### src/rtl/multicycle_ctrl_pkg.sv
// Shared encodings for the RV32I multi-cycle sequencer: FSM states, PC select
// codes, decoder field values and the WB-stage PC source selection.
package ctrl_defs;

  localparam logic [2:0] S_IDLE   = 3'd0;
  localparam logic [2:0] S_FETCH  = 3'd1;
  localparam logic [2:0] S_DECODE = 3'd2;
  localparam logic [2:0] S_EXEC   = 3'd3;
  localparam logic [2:0] S_MEM    = 3'd4;
  localparam logic [2:0] S_WB     = 3'd5;
  localparam logic [2:0] S_HALT   = 3'd6;

  localparam logic [1:0] PCSEL_SEQ = 2'b00;
  localparam logic [1:0] PCSEL_IMM = 2'b01;
  localparam logic [1:0] PCSEL_ALU = 2'b10;

  localparam logic [1:0] JUMP_JALR = 2'b11;
  localparam logic [1:0] RES_LINK  = 2'b10;

  // JALR outranks JAL, which outranks a taken conditional branch.
  function automatic logic [1:0] pc_select(input logic       branch,
                                           input logic [1:0] jump,
                                           input logic [1:0] result_sel,
                                           input logic       taken);
    if (jump == JUMP_JALR)         return PCSEL_ALU;
    else if (result_sel == RES_LINK) return PCSEL_IMM;
    else if (branch && taken)      return PCSEL_IMM;
    else                           return PCSEL_SEQ;
  endfunction

endpackage

### src/rtl/multicycle_ctrl_timeout.sv
// Wait-cycle counter shared by the instruction fetch and data access states;
// flags expiry on the last allowed cycle that still has no ready.
module mem_timeout #(
  parameter int MEM_TIMEOUT = 255,
  parameter int CNT_W       = 8
) (
  input  logic clk,
  input  logic rst,
  input  logic clear,
  input  logic enable,
  input  logic ready,
  output logic expired
);

  localparam logic [CNT_W-1:0] LAST = (MEM_TIMEOUT > 0) ? CNT_W'(MEM_TIMEOUT - 1) : '0;

  logic [CNT_W-1:0] cnt_q, cnt_d;

  // Ready in the final cycle is excluded here, so it wins over the timeout.
  assign expired = (MEM_TIMEOUT > 0) && enable && !ready && (cnt_q == LAST);

  always_comb begin
    cnt_d = cnt_q;
    if (clear)
      cnt_d = '0;
    else if (enable && !ready)
      cnt_d = cnt_q + 1'b1;
  end

  always_ff @(posedge clk) begin
    if (rst) cnt_q <= '0;
    else     cnt_q <= cnt_d;
  end

endmodule

### src/rtl/multicycle_ctrl.sv
// Multi-cycle sequencer for the single-issue RV32I core: FETCH, DECODE, EXEC,
// optional MEM and WB, with a sticky HALT on illegal instructions or bus timeout.
module multicycle_ctrl
  import ctrl_defs::*;
#(
  parameter int MEM_TIMEOUT = 255,
  parameter int CNT_W       = 8
) (
  input  logic        clk,
  input  logic        rst,
  input  logic        run,
  input  logic        imemReady,
  output logic        imemReq,
  output logic        irWrite,
  input  logic        validInst,
  input  logic        branch,
  input  logic [1:0]  jump,
  input  logic [1:0]  resultSel,
  input  logic        memRead,
  input  logic        memWrite,
  input  logic        regWrite,
  input  logic        branchTaken,
  output logic        dmemReq,
  output logic        dmemWe,
  input  logic        dmemReady,
  output logic        pcWrite,
  output logic [1:0]  pcSel,
  output logic        regWriteEn,
  output logic        halted,
  output logic        illegal,
  output logic        busErr,
  output logic [2:0]  state,
  output logic [31:0] instret
);

  logic [2:0]  state_q, state_d;
  logic        illegal_q, illegal_d;
  logic        bus_err_q, bus_err_d;
  logic [31:0] instret_q, instret_d;
  logic        waiting;
  logic        expired;

  assign imemReq  = (state_q == S_FETCH);
  assign dmemReq  = (state_q == S_MEM);
  assign waiting  = imemReq | dmemReq;

  // FETCH and MEM are never adjacent, so clearing outside them clears on entry.
  mem_timeout #(
    .MEM_TIMEOUT(MEM_TIMEOUT),
    .CNT_W      (CNT_W)
  ) u_timeout (
    .clk    (clk),
    .rst    (rst),
    .clear  (!waiting),
    .enable (waiting),
    .ready  (imemReq ? imemReady : dmemReady),
    .expired(expired)
  );

  always_comb begin
    state_d   = state_q;
    illegal_d = illegal_q;
    bus_err_d = bus_err_q;
    instret_d = instret_q;
    case (state_q)
      S_IDLE:   if (run) state_d = S_FETCH;
      S_FETCH: begin
        if (imemReady) begin
          state_d = S_DECODE;
        end else if (expired) begin
          state_d   = S_HALT;
          bus_err_d = 1'b1;
        end
      end
      S_DECODE: begin
        if (!validInst || (memRead && memWrite)) begin
          state_d   = S_HALT;
          illegal_d = 1'b1;
        end else begin
          state_d = S_EXEC;
        end
      end
      S_EXEC:   state_d = (memRead || memWrite) ? S_MEM : S_WB;
      S_MEM: begin
        if (dmemReady) begin
          state_d = S_WB;
        end else if (expired) begin
          state_d   = S_HALT;
          bus_err_d = 1'b1;
        end
      end
      S_WB: begin
        instret_d = instret_q + 32'd1;
        state_d   = run ? S_FETCH : S_IDLE;
      end
      S_HALT:   state_d = S_HALT;
      default:  state_d = S_IDLE;
    endcase
  end

  always_ff @(posedge clk) begin
    if (rst) begin
      state_q   <= S_IDLE;
      illegal_q <= 1'b0;
      bus_err_q <= 1'b0;
      instret_q <= '0;
    end else begin
      state_q   <= state_d;
      illegal_q <= illegal_d;
      bus_err_q <= bus_err_d;
      instret_q <= instret_d;
    end
  end

  assign irWrite    = imemReq & imemReady;
  assign dmemWe     = dmemReq & memWrite;
  assign pcWrite    = (state_q == S_WB);
  assign regWriteEn = pcWrite & regWrite;
  assign pcSel      = pcWrite ? pc_select(branch, jump, resultSel, branchTaken) : PCSEL_SEQ;
  assign halted     = (state_q == S_HALT);
  assign illegal    = illegal_q;
  assign busErr     = bus_err_q;
  assign state      = state_q;
  assign instret    = instret_q;

endmodule

### config.mk
export PLATFORM = sky130hd
export DESIGN_NAME = multicycle_ctrl
export DESIGN_NICKNAME = d
export VERILOG_FILES = /design/src/rtl/multicycle_ctrl_pkg.sv /design/src/rtl/multicycle_ctrl_timeout.sv /design/src/rtl/multicycle_ctrl.sv
export SDC_FILE = /design/constraint.sdc
export NUM_CORES = 1
export LEC_CHECK = 0
export CAP_MARGIN = 0
export CORE_ASPECT_RATIO = 0.75
export CORE_MARGIN = 4
export CORE_UTILIZATION = 53
export CTS_CLUSTER_SIZE = 16
export DETAILED_ROUTE_END_ITERATION = 10
export GPL_ROUTABILITY_DRIVEN = 0
export PLACE_DENSITY = 0.87
export SLEW_MARGIN = 40
export SYNTH_ARGS = -nofsm -noshare
export SYNTH_HDL_FRONTEND = slang
export SYNTH_SLANG_ARGS = --single-unit
export TNS_END_PERCENT = 1
### constraint.sdc
create_clock -name clk -period 2.75 [get_ports clk]
set_input_delay 0.825 -clock clk [delete_from_list [all_inputs] [get_ports clk]]
set_output_delay 0.825 -clock clk [all_outputs]
set_load 0.03 [all_outputs]
Word level (Yosys, flattened, before mapping)
Cells that the tools add are included.
{"block": "word_totals", "regBits": 45, "latchBits": 0, "ram_bits": 0, "rom_bits": 0, "inputBits": 15, "out_inout_bits": 46, "word_cells": 54, "memories": 0}
{"block": "classes", "add_sub_neg": 2, "multipliers": 0, "n_div": 0, "order_cmp": 0, "n_eq_ne": 12, "n_shift": 0, "n_mux": 17, "bitwise_logic": 5, "reduce_logical": 13}
{"op": "$add 32x1->32 const B", "count": 1}
{"op": "$pmux 3 s7", "count": 1}
{"op": "$mux 3", "count": 5}
{"op": "$eq 3x3->1 const B", "count": 3}
{"op": "$add 8x1->8 const B", "count": 1}
{"op": "$eq 8x8->1 const B", "count": 1}
{"op": "$mux 1", "count": 8}
{"op": "$eq 3x2->1 const B", "count": 2}
{"op": "$ne 2x2->1 const B", "count": 3}
{"op": "$eq 2x2->1 const B", "count": 2}
{"op": "$logic_and 1x1->1", "count": 4}
{"op": "$mux 2", "count": 2}
{"op": "$and 1x1->1", "count": 3}
{"op": "$eq 3x1->1 const B", "count": 1}
{"op": "$logic_not 3->1", "count": 1}
{"op": "$reduce_and 3->1", "count": 1}
{"op": "$logic_not 1->1", "count": 2}
{"op": "$logic_or 1x1->1", "count": 2}
{"op": "$pmux 1 s2", "count": 1}
{"op": "$reduce_and 2->1", "count": 1}
{"op": "$reduce_bool 2->1", "count": 1}
{"op": "$reduce_or 2->1", "count": 1}
{"op": "$not 1->1", "count": 1}
{"op": "$or 1x1->1", "count": 1}

Depth between registers and ports, before layout
Gate-level depths: netlist of the first run.
{"block": "depth", "depth_word": 8, "ltp_mapped": 7, "depth_no_buf": 6}

By module
A second synthesis of the first run with hierarchy kept.
{"block": "hier_totals", "cells_unflattened": 278, "area_unflattened_um2": 2373.5}
{"module": "multicycle_ctrl", "n_inst": 1, "cells_per_inst": 232, "area_per_inst_um2": 1956.9, "seq_area_each_um2": 740.7}
{"module": "mem_timeout", "n_inst": 1, "cells_per_inst": 46, "area_per_inst_um2": 416.6, "seq_area_each_um2": 160.2}

Worst setup path before layout of the first run
Ideal clock, no wire load.
{"block": "synth_timing", "path_type": "register to output", "start": "register state_q[2], in the netlist state[2]", "end": "output port dmemWe", "arrival_time_ps": 1911, "required_time_ps": 1925, "slack_ps": 14, "stages_incl_launch_ff": 4, "n_path_buf": 1, "cell_sequence": "dfxtp_1 > buf_6 > nor3b_1 > and2_1"}
{"block": "synth_via", "elab_chain_cells": 2}
{"item": "from (decl)", "line_no": "multicycle_ctrl.sv:36", "text": "logic [2:0] state_q, state_d;"}
{"item": "from (signal assigned)", "line_no": "multicycle_ctrl.sv:108", "text": "state_q <= state_d;"}
{"item": "$eq 3x3->1", "line_no": "multicycle_ctrl.sv:44", "text": "assign dmemReq = (state_q == S_MEM);"}
{"item": "net dmemReq", "line_no": "multicycle_ctrl.sv:23", "text": "output logic dmemReq,"}
{"item": "$and 1x1->1", "line_no": "multicycle_ctrl.sv:116", "text": "assign dmemWe = dmemReq & memWrite;"}
{"item": "to (decl)", "line_no": "multicycle_ctrl.sv:24", "text": "output logic dmemWe,"}
The timed path passes the listed nets, and every way through them passes these cells.

Worst setup path in the final report of the first run
{"block": "layout_timing", "start": "register state_q[0], in the netlist state[0]", "end": "output port pcWrite"}
{"block": "layout_via", "elab_chain_cells": 1}
{"item": "$eq 3x3->1", "line_no": "multicycle_ctrl.sv:117", "text": "assign pcWrite = (state_q == S_WB);"}
{"item": "to (decl)", "line_no": "multicycle_ctrl.sv:26", "text": "output logic pcWrite,"}
No other way between the ends.

==> summary.txt, run 1 <==
CTS
  – H-tree depth: 2
  – CTS tree: built
  – # clock sinks: 45
  – Clk_lat worst skew: 0.29 ns
  – Clk slew on worst S/H paths: 0.08 ns
  – CTS Buffer Depth: 2
  – Cts bufs inserted: 5
  – Hold_buf cts: 0
  – Postcts setup bufs: 0
  – CTS Root Cell: clkbuf_8

Min path
  – Worst min-delay path class: register to register
  – Min-delay src: busErr

Detailed routing
  – Wire length on met3: 391 µm
  – Final wirelength: 5690 µm
  – Via count: 2279
  – Met2 wire length: 2450 µm
  – Drt first pass iters: 4
  – Iter 0 DRT Violations: 164
  – Vias per cell: 5.81
  – Drt wl/cell: 14.5 µm
  – Remaining DRCs: 0
  – Top Metal Used: met4
  – Final antenna-violating net count: 0
  – Met1 Routed Length: 2820 µm

Critical path
  – CP Max Fanout: 11
  – Crit-path cells: and3b_1, clkdlybuf4s50_1
  – Slowest cell on the critical path: clkdlybuf4s50_1
  – Crit. End Element: output port
  – CP max stage delay: 0.70 ns
  – Buf/Inv on CP: 1
  – Startpoint types: register
  – Arrival @ worst endpoint: 1.78 ns
  – Crit path launch: state[0]
  – Origin of the critical flop-to-flop path: instret[3]
  – Setup Crit Path Kind: register to output port
  – Top delay family on crit path: buffers and inverters
  – Worst EP required: 1.93 ns

Power
  – P_leak: 1.07 nW
  – Cell-internal power: 0.916 mW
  – Max VDD drop: 0.252 mV
  – Final Power: 1.20 mW
  – Clock network power share: 33.9%
  – Switching Power: 0.284 mW
  – Reg power frac: 55.4%
  – Power density over the cells: 381 nW/µm²
  – Comb pwr share: 10.7%
  – Net Sw Frac: 23.7%

Finish
  – Core Util, Final: 70.6%
  – Area growth, synth to finish: 28.9%
  – ANT cells: 0
  – Nets: 353
  – Share of layout cells above drive strength 1: 11.3%

Yosys
  – Asr flop ratio synth: 0%
  – Count leader, synth: dfxtp_1
  – Synth warn: 0
  – Post-synthesis sequential area ratio: 36.8%
  – Synth top cells by count: dfxtp_1, nor2_1, a21oi_1, o31ai_1, or4_1
  – Synth Cell Area: 2440 µm²
  – Share of the synthesized area in the top cell type: 36.8%
  – Synth Area in Simple Gates: 29.2%
  – Distinct cells, synth: 46
  – Synth Area in Compound Gates: 18.5%
  – Post-synth EDFFs: 0
  – Adder-cell share of the synthesized area: 1.54%
  – Net count after synthesis: 296
  – Mean post-synth cell area: 8.79 µm²
  – Xor/xnor share of the synthesized area: 5.73%
  – Ys flop type: dfxtp_1
  – Flops & latches, synth: 45
  – Gate Count Post-Synth: 278
  – Most area-consuming cells after synthesis: dfxtp_1, o31ai_1, or4_1
  – Multiplexer share of the synthesized area: 1.33%
  – Largest area contributor in the netlist: dfxtp_1
  – Main combinational cell family by area after synthesis: simple AND/OR/NAND/NOR gates

Global route
  – Initial antenna violation count: 0
  – Vias in the first global route: 2071
  – GRT overflow: 0
  – First-pass GRT wire length: 9590 µm
  – Tot GR Track Use: 20.5%
  – Largest net degree at the start of global routing: 27

Job
  – Maximum capacitance violations: 0

Die
  – DIE AREA: 5770 µm²
  – Row count: 21
  – Die H: 66.8 µm
  – Ports: 61
  – Starting Density: 54.7%
  – Core outline area: 4470 µm²
  – Chip width: 86.4 µm

Outcome
  – Outcome: finished clean

STA
  – Pins Over Slew Limit: 0
  – Slew @ Worst Pin: 0.685 ns
  – Final Cycle Share: 94.9%
  – Tmin final: 2.61 ns
  – Final-report hold violation count: 0
  – FMAX: 0.383 GHz
  – Setup TNS: 0 ns
  – RSZ-0062 raised after global routing: no
  – Clock skew: 0.00743 ns
  – Setup ws final: 0.142 ns
  – Rel. slew slack: 54.3%
  – Final setup vio count: 0

Placement
  – Pre-CTS setup slack: 0.0837 ns
  – DP Wirelength: 4250 µm
  – Number of port buffers: 60
==> worst paths after layout <==
path / end / slack (ns) / cells after the start
max reg2reg: instret[27] / 0.56 / 4
min: busErr / 0.48 / 2
max: pcWrite / 0.14 / 2
min reg2reg: busErr / 0.48 / 2
==> state kept, by name, indices dropped and copies added, names as in the netlist <==
register / flops
instret: 32
u_timeout.cnt_q: 8
state: 3
busErr: 1
illegal: 1
==> worst min-delay path: cells and delay by family, from the launching register on <==
| kind | cells | cell delay (ns) |
|---|---|---|
| simple gates | 2 | 0.12 |
| flops | 1 | 0.33 |
==> timing repair <==
action / CTS / global route
resized for setup: 0 / 2
endpoints found under the setup margin: 0 / 2
hold endpoints to repair: 0 / 0
==> per-stage QoR <==
step / hold slack (ns) / instance area [µm²] / std cells
floorplan: 0.485 / 2440 / 278
global placement: 0.454 / 3060 / 385
detailed placement: 0.464 / 3060 / 385
CTS: 0.484 / 3150 / 392
global route: 0.500 / 3150 / 392
finish: 0.480 / 3150 / 392
==> placed cells by master (no fill, tap or decap), types with 2 or more instances in the layout <==
cell,n
nand4_1,13
inv_1,11
nor3_1,2
nand4_4,2
nand2b_1,2
nand3_1,10
nor3b_1,3
and3_1,5
o31ai_1,18
or3_1,2
or3b_1,2
a211oi_1,2
a21oi_1,22
xnor2_1,7
nand2_1,15
and2_1,6
or4_1,18
dlymetal6s2s_1,2
nor2_1,27
ha_1,3
o21ai_0,3
and4_1,4
a2111oi_2,5
mux2_2,2
buf_4,16
clkbuf_8,6
clkdlybuf4s50_1,53
a31oi_1,4
dfxtp_1,45
xor2_1,9
==> logic make-up after synthesis <==
logic type	after synthesis
compound gates	61
xor+xnor	16
fa+ha+maj	3
buf+inv	32
flops	45
mux	3
simple gates	118
==> routing by layer <==
metal  vias up  track usage, %
met2        78            31.6
met3         4            5.07
met5         -               0
met4         0            4.28
met1      1048            29.0
li1       1149               -
==> power by group through the flow <==
stage	Combinational (mW)	Clock [mW]	Sequential (mW)
5_1_grt	0.138	0.433	0.666
3_3_place_gp	0.126	0	0.680
4_1_cts	0.129	0.411	0.665
6_report	0.129	0.407	0.665
2_1_floorplan	0.0673	0	0.683
3_5_place_dp	0.129	0	0.680
==> cell type report <==
type | instances | area, µm²
tap | 57 | 71.3
inverter | 11 | 41.3
sequential | 45 | 901
timing repair buffer | 71 | 676
clock buffer | 7 | 86.3
fill | 354 | 1320
multi-input combinational | 201 | 1380
No activity file was read; power rests on OpenSTA's default activity.
==> run 2, diff against run 1 <==
--- a/config.mk
+++ b/config.mk
@@ -13,6 +13,7 @@
 export DETAILED_ROUTE_END_ITERATION = 10
 export GPL_ROUTABILITY_DRIVEN = 0
 export PLACE_DENSITY = 0.87
+export SKIP_CTS_REPAIR_TIMING = 1
 export SLEW_MARGIN = 40
 export SYNTH_ARGS = -nofsm -noshare
 export SYNTH_HDL_FRONTEND = slang
==> results of run 2 <==
Final layout, timing and power as in run 1 (identical DEF).
